--- src/rtl/custom_matrix_prog_pkg.sv ---
// Shared types and defaults for the programmable matrix: mode and FSM encodings,
// default geometry and the config channel-select width helper.
package cm_pkg;

    localparam int CM_W_DEF   = 4;
    localparam int CM_NCH_DEF = 2;

    typedef enum logic [1:0] {
        CM_BYPASS = 2'b00,
        CM_LUT    = 2'b01,
        CM_HOLD   = 2'b10,
        CM_CHAIN  = 2'b11
    } cm_mode_e;

    typedef enum logic {
        ST_INIT = 1'b0,
        ST_IDLE = 1'b1
    } cm_state_e;

    // A single channel still needs a 1-bit select so the port never collapses to zero width.
    function automatic int cm_ch_bits(input int nch);
        return (nch > 1) ? $clog2(nch) : 1;
    endfunction

endpackage

--- src/rtl/custom_matrix_prog_if.sv ---
// Config port of the programmable matrix: valid/ready table-write handshake plus sweep status.
interface custom_matrix_prog_if
    import cm_pkg::*;
#(
    parameter int W   = CM_W_DEF,
    parameter int NCH = CM_NCH_DEF
);
    localparam int CHW = cm_ch_bits(NCH);

    logic           cfg_valid;
    logic           cfg_ready;
    logic           cfg_clr;
    logic [CHW-1:0] cfg_ch;
    logic [W-1:0]   cfg_addr;
    logic [W-1:0]   cfg_data;
    logic           busy;

    modport master (
        output cfg_valid, cfg_clr, cfg_ch, cfg_addr, cfg_data,
        input  cfg_ready, busy
    );

    modport slave (
        input  cfg_valid, cfg_clr, cfg_ch, cfg_addr, cfg_data,
        output cfg_ready, busy
    );

endinterface

--- src/rtl/custom_matrix_prog_lut_bank.sv ---
// One channel's 2^W x W flop table: one synchronous write port, two asynchronous
// read ports (direct lookup and chained lookup).
module cm_lut_bank #(
    parameter int W = 4
) (
    input  logic         clk,
    input  logic         we_i,
    input  logic [W-1:0] waddr_i,
    input  logic [W-1:0] wdata_i,
    input  logic [W-1:0] raddr_a_i,
    output logic [W-1:0] rdata_a_o,
    input  logic [W-1:0] raddr_b_i,
    output logic [W-1:0] rdata_b_o
);

    logic [W-1:0] mem_q [2**W];

    // NOTE: the table has no reset; the identity sweep after reset loads every entry,
    // and leaving it off keeps this a plain register file with no reset fan-out.
    always_ff @(posedge clk) begin
        if (we_i) begin
            mem_q[waddr_i] <= wdata_i;
        end
    end

    // Reads are combinational off the flops, so a same-cycle write is seen one cycle later.
    assign rdata_a_o = mem_q[raddr_a_i];
    assign rdata_b_o = mem_q[raddr_b_i];

endmodule

--- src/rtl/custom_matrix_prog.sv ---
// Programmable NCH-channel code matrix: per-channel writable lookup tables, an identity
// sweep FSM driven by reset or a clear request, and registered outputs.
module custom_matrix_prog
    import cm_pkg::*;
#(
    parameter int W   = CM_W_DEF,
    parameter int NCH = CM_NCH_DEF
) (
    input  logic                 clk,
    input  logic                 rst_n,
    input  logic [NCH*W-1:0]     in_data,
    input  logic [1:0]           mode,
    output logic [NCH*W-1:0]     out_data,
    output logic                 out_valid,
    custom_matrix_prog_if.slave  cfg
);

    localparam int CHW = cm_ch_bits(NCH);

    cm_state_e      state_q, state_d;
    logic [W-1:0]   ptr_q, ptr_d;
    logic           sweep_we;
    logic           cfg_we;
    logic           cfg_rdy;
    logic [W-1:0]   wr_addr;
    logic [W-1:0]   wr_data;

    cm_mode_e       mode_e;
    logic [W-1:0]   rd_direct [NCH];
    logic [W-1:0]   rd_chain  [NCH];
    logic [NCH*W-1:0] out_q, out_d;
    logic           valid_q;

    assign mode_e = cm_mode_e'(mode);

    // NOTE: every output of this block gets a default before the case so no path leaves
    // a signal unassigned, which would otherwise infer a latch.
    always_comb begin
        state_d  = state_q;
        ptr_d    = ptr_q;
        sweep_we = 1'b0;
        cfg_we   = 1'b0;
        cfg_rdy  = 1'b0;
        unique case (state_q)
            ST_INIT: begin
                sweep_we = 1'b1;
                if (ptr_q == {W{1'b1}}) begin
                    state_d = ST_IDLE;
                end else begin
                    ptr_d = ptr_q + 1'b1;
                end
            end
            ST_IDLE: begin
                cfg_rdy = 1'b1;
                if (cfg.cfg_valid) begin
                    if (cfg.cfg_clr) begin
                        state_d = ST_INIT;
                        ptr_d   = '0;
                    end else begin
                        cfg_we = 1'b1;
                    end
                end
            end
            default: state_d = ST_INIT;
        endcase
    end

    // NOTE: state is updated with non-blocking assignments so every flop samples pre-edge values.
    always_ff @(posedge clk or negedge rst_n) begin
        if (!rst_n) begin
            state_q <= ST_INIT;
            ptr_q   <= '0;
        end else begin
            state_q <= state_d;
            ptr_q   <= ptr_d;
        end
    end

    assign cfg.cfg_ready = cfg_rdy;
    assign cfg.busy      = (state_q == ST_INIT);

    // The sweep owns the write port in INIT; config writes only happen in IDLE.
    assign wr_addr = sweep_we ? ptr_q : cfg.cfg_addr;
    assign wr_data = sweep_we ? ptr_q : cfg.cfg_data;

    for (genvar c = 0; c < NCH; c++) begin : g_ch
        logic         we_c;
        logic [W-1:0] chain_addr;

        // A select of NCH or above matches no bank, so such writes are dropped.
        assign we_c = sweep_we | (cfg_we && (cfg.cfg_ch == CHW'(c)));

        if (c == 0) begin : g_head
            assign chain_addr = in_data[0 +: W];
        end else begin : g_link
            assign chain_addr = rd_direct[c-1];
        end

        cm_lut_bank #(.W(W)) u_bank (
            .clk       (clk),
            .we_i      (we_c),
            .waddr_i   (wr_addr),
            .wdata_i   (wr_data),
            .raddr_a_i (in_data[c*W +: W]),
            .rdata_a_o (rd_direct[c]),
            .raddr_b_i (chain_addr),
            .rdata_b_o (rd_chain[c])
        );
    end

    always_comb begin
        out_d = out_q;
        for (int c = 0; c < NCH; c++) begin
            unique case (mode_e)
                CM_BYPASS: out_d[c*W +: W] = in_data[c*W +: W];
                CM_LUT:    out_d[c*W +: W] = rd_direct[c];
                CM_CHAIN:  out_d[c*W +: W] = rd_chain[c];
                default:   out_d[c*W +: W] = out_q[c*W +: W];
            endcase
        end
    end

    always_ff @(posedge clk or negedge rst_n) begin
        if (!rst_n) begin
            out_q   <= '0;
            valid_q <= 1'b0;
        end else if (mode_e != CM_HOLD) begin
            out_q   <= out_d;
            valid_q <= 1'b1;
        end else begin
            valid_q <= 1'b0;
        end
    end

    assign out_data  = out_q;
    assign out_valid = valid_q;

endmodule

--- src/flat_wrapper.sv ---
// flat-port wrapper written by rule: the top's interface ports become plain ports
module custom_matrix_prog_flat import cm_pkg::*;
#(
    parameter int W   = CM_W_DEF,
    parameter int NCH = CM_NCH_DEF
)
  (clk, rst_n, in_data, mode, out_data, out_valid, cfg_cfg_valid, cfg_cfg_clr, cfg_cfg_ch, cfg_cfg_addr, cfg_cfg_data, cfg_cfg_ready, cfg_busy);
  custom_matrix_prog_if #(.W(W), .NCH(NCH)) cfg_i ();
  input  logic clk;
  input  logic rst_n;
  input  logic [NCH*W-1:0] in_data;
  input  logic [1:0] mode;
  output logic [NCH*W-1:0] out_data;
  output logic out_valid;
  input wire logic [$bits(cfg_i.cfg_valid)-1:0] cfg_cfg_valid;
  input wire logic [$bits(cfg_i.cfg_clr)-1:0] cfg_cfg_clr;
  input wire logic [$bits(cfg_i.cfg_ch)-1:0] cfg_cfg_ch;
  input wire logic [$bits(cfg_i.cfg_addr)-1:0] cfg_cfg_addr;
  input wire logic [$bits(cfg_i.cfg_data)-1:0] cfg_cfg_data;
  output wire logic [$bits(cfg_i.cfg_ready)-1:0] cfg_cfg_ready;
  output wire logic [$bits(cfg_i.busy)-1:0] cfg_busy;
  assign cfg_i.cfg_valid = cfg_cfg_valid;
  assign cfg_i.cfg_clr = cfg_cfg_clr;
  assign cfg_i.cfg_ch = cfg_cfg_ch;
  assign cfg_i.cfg_addr = cfg_cfg_addr;
  assign cfg_i.cfg_data = cfg_cfg_data;
  assign cfg_cfg_ready = cfg_i.cfg_ready;
  assign cfg_busy = cfg_i.busy;
  custom_matrix_prog #(.W(W), .NCH(NCH)) u_core (.clk(clk), .rst_n(rst_n), .in_data(in_data), .mode(mode), .out_data(out_data), .out_valid(out_valid), .cfg(cfg_i));
endmodule
--- config.mk ---
export PLATFORM = sky130hd
export DESIGN_NAME = custom_matrix_prog_flat
export DESIGN_NICKNAME = d
export VERILOG_FILES = /design/src/rtl/custom_matrix_prog_pkg.sv /design/src/rtl/custom_matrix_prog_if.sv /design/src/rtl/custom_matrix_prog_lut_bank.sv /design/src/rtl/custom_matrix_prog.sv /design/src/flat_wrapper.sv
export SDC_FILE = /design/constraint.sdc
export NUM_CORES = 1
export LEC_CHECK = 0
export ABC_AREA = 1
export CORE_MARGIN = 3
export CORE_UTILIZATION = 35
export DETAILED_ROUTE_END_ITERATION = 8
export PLACE_DENSITY = 0.55
export SLEW_MARGIN = 20
export SYNTH_ARGS = -nofsm -noshare
export SYNTH_HDL_FRONTEND = slang
export SYNTH_SLANG_ARGS = --single-unit
--- constraint.sdc ---
create_clock -name clk -period 2.8 [get_ports clk]
set_input_delay 0.42 -clock clk [delete_from_list [all_inputs] [get_ports clk]]
set_output_delay 0.42 -clock clk [all_outputs]
set_load 0.03 [all_outputs]
==> results.toml <==
[job]
maxCapViolCount = 0

[finish]
ff_latch_area_mm2 = 0.00419
drive_above_1_share = 0.0893
diodes = 0
finish.utilization = 0.433
stdcell_area_mm2 = 0.00793
area_growth_pct = 18.9
fillers = 1712
fin_nets = 750
multiInputGateArea_mm2 = 0.00217

[clock_network]
cts_num_sinks = 142
clk_latency_ns = 0.42
root_buffer = "clkbuf_16"
cts_resized = 0
cts.hold.buffers_added = 0
numCtsBuffers = 17
cts_tree = "built"
clk_pin_slew_ns = 0.06
htreeDepth = 4
post_cts_buffers = 0
cts_buffer_depth = 2

[sta]
worst_pin_slew_ns = 0.971
rsz0062_at_grt = "false"
holdWs_ns = 0.434
fmax_mhz = 423
layout_min_cycle_time_ns = 2.37
period_share = 0.845
tns_ns = 0
setup_viol = 0
drv_slew = 0
skew_ns = 0.0148
maxSlewHeadroom = 0.350
hold_viol = 0

[die]
initial_core_util = 0.364
ios = 34
core_mm2 = 0.0183
dieArea_mm2 = 0.0208
die_x_um = 144
die_h_um = 144
rows = 49

[drt]
num_vias = 5170
drtAntennaViolNets = 0
via_per_inst = 5.34
routedWlPerCell_um = 18.2
drt_iter0_markers = 489
firstDrtPassIters = 5
routed_wl_um = 17600
drcViolationCount = 0

[power_and_ir_drop]
vdd_drop_max_mv = 0.680
leakage_nw = 3.05
power_density_mw_per_mm2 = 1030

[logic_synthesis]
synth_seq_cells = 142
yosysWarnings = 0
synth.most_common_cell = "nand2_1"
synth.distinct_cells = 31
synthArstFlopShare = 0.0986
synth-edff-count = 128
synth_top_cell_area_share = 0.576
seq_area_frac_synth = 0.629
synth_area_leaders = "edfxtp_1 (58%), nand2_1 (9.3%), nand3_1 (8.9%)"
synth_area_mm2 = 0.00667
syn_avg_cell_area_um2 = 9.74
synthFlopType = "edfxtp_1"
synth_commonest_cells = "nand2_1 (166), edfxtp_1 (128), nand3_1 (118)"
synth_nets = 709
synthCells = 685
yosysTopAreaCell = "edfxtp_1"

[global_route]
grt_usage = 0.176
grt_overflow = 0
grt_max_degree = 37
grt_pass1_vias = 5074
antenna_found_initial = 0
grt_pass1_wl_um = 27600

[worst_setup_path]
critPathMaxFanout = 12
cp.arrival_ns = 2.44
slowest_stage = "dfrtp_1"
cp-startpoint = "u_core.state_q"
reg2reg_to = "u_core.g_ch[1].u_bank.mem_q[12][1]"
crit_chain = "nor2_1 > inv_1 > o21ai_0 > inv_1 > nor2_1 > nand2_1 > nor2_1"
critPathLaunchType = "flip-flop"
cp_data_required_time_ns = 2.87
r2r_slack_ns = 0.43
crit_type = "reg2reg"
endpoint_kind = "flip-flop"
worstReg2RegStart = "u_core.state_q"
ff2ff_path_depth = 7
max_stage_delay_ns = 0.53
timing.critical_path.mode_cell = "nor2_1"

[placed_design]
place_hpwl_um = 12100
place_area_mm2 = 0.00733
port-buffer-count = 33
gp_congestion = 0.918

[outcome]
outcome = "complete, no violations"

[min_path]
hold_path.class = "in2async"
kinds of logic (layout without fill, tap and decap cells):
logic type                 count (synthesis)  after routing  synth area share
AOI/OAI and AO/OA                         95             95            0.0816
adders and majority gates                  1              1           0.00188
buffers and inverters                     74            128            0.0484
DFF                                      142            142             0.629
and+or+nand+nor                          373            373             0.239
worst max-delay path: cells and delay by family (launching register included):
kind / cells / cell delay (ns)
AND/OR/NAND/NOR: 4 / 1.13
buffers and inverters: 2 / 0.21
AO/OA/AOI/OAI: 1 / 0.16
flip-flops: 1 / 0.53
state kept, by name, summed over array words and instances, names as in the netlist:
name,count
u_core.out_data,8
u_core.ptr_q,4
u_core.g_ch.u_bank.mem_q,128
u_core.out_valid,1
u_core.state_q,1
metal layers:
metal / track usage / share of wire / up-vias
met4: 0.0550 / 0.014 / 0
met2: 0.270 / 0.46 / 218
li1: - / - / 2469
met1: 0.247 / 0.46 / 2460
met5: 0 / 0 / -
met3: 0.0473 / 0.068 / 23
cells in the final DEF, fill, tap and decap left out, types with 2 or more instances in the layout:
master / netlist / layout
nand2_1: 166 / 166
edfxtp_1: 128 / 128
nand3_1: 118 / 118
nor2_1: 79 / 78
o21ai_0: 51 / 50
inv_1: 35 / 35
clkdlybuf4s50_1: 0 / 33
clkbuf_16: 0 / 17
buf_4: 5 / 16
a21oi_1: 15 / 15
dfrtp_1: 14 / 14
o22ai_1: 9 / 9
o211ai_1: 6 / 6
a31oi_1: 5 / 5
clkinv_1: 4 / 4
clkinv_2: 1 / 4
nand3_2: 4 / 4
o221ai_1: 4 / 4
inv_2: 3 / 3
clkbuf_1: 12 / 3
bufinv_16: 0 / 3
buf_12: 0 / 3
nand2_4: 2 / 2
nand2_2: 2 / 2
clkbuf_8: 0 / 2
clkinv_4: 0 / 2
clkinvlp_4: 0 / 2
layout make-up:
type / count / share of cell area
Timing Repair Buffer: 52 / 0.0644
Sequential cell: 142 / 0.529
Multi-Input combinational cell: 469 / 0.273
Clock buffer: 22 / 0.0585
Inverter: 44 / 0.0213
Tap cell: 229 / 0.0361
Clock inverter: 10 / 0.0174
report_power, final:
group	leakage [nW]	switching (mW)	internal [mW]
clock	0.290	0.842	1.45
combinational	1.42	1.70	0.566
sequential	1.33	0.225	3.37
stage by stage:
stage,cells,setup slack (ns),total power [mW]
after global routing,968,0.248,8.61
after floorplan,685,0.287,4.94
after CTS,968,0.425,8.21
after global placement,936,0.186,5.88
final,968,0.433,8.15
after detailed placement,936,0.130,5.92
worst max-delay path by stage:
stage                                               endpoint  cells past startpoint
final                     u_core.g_ch[1].u_bank.mem_q[12][1]                      7
after CTS                                           cfg_busy                      3
after global placement                    u_core.out_data[7]                     13
after detailed placement                  u_core.out_data[7]                     13
after floorplan            u_core.g_ch[0].u_bank.mem_q[0][2]                      2
after global routing      u_core.g_ch[1].u_bank.mem_q[12][1]                      6
No activity file was read; power rests on OpenSTA's default activity.
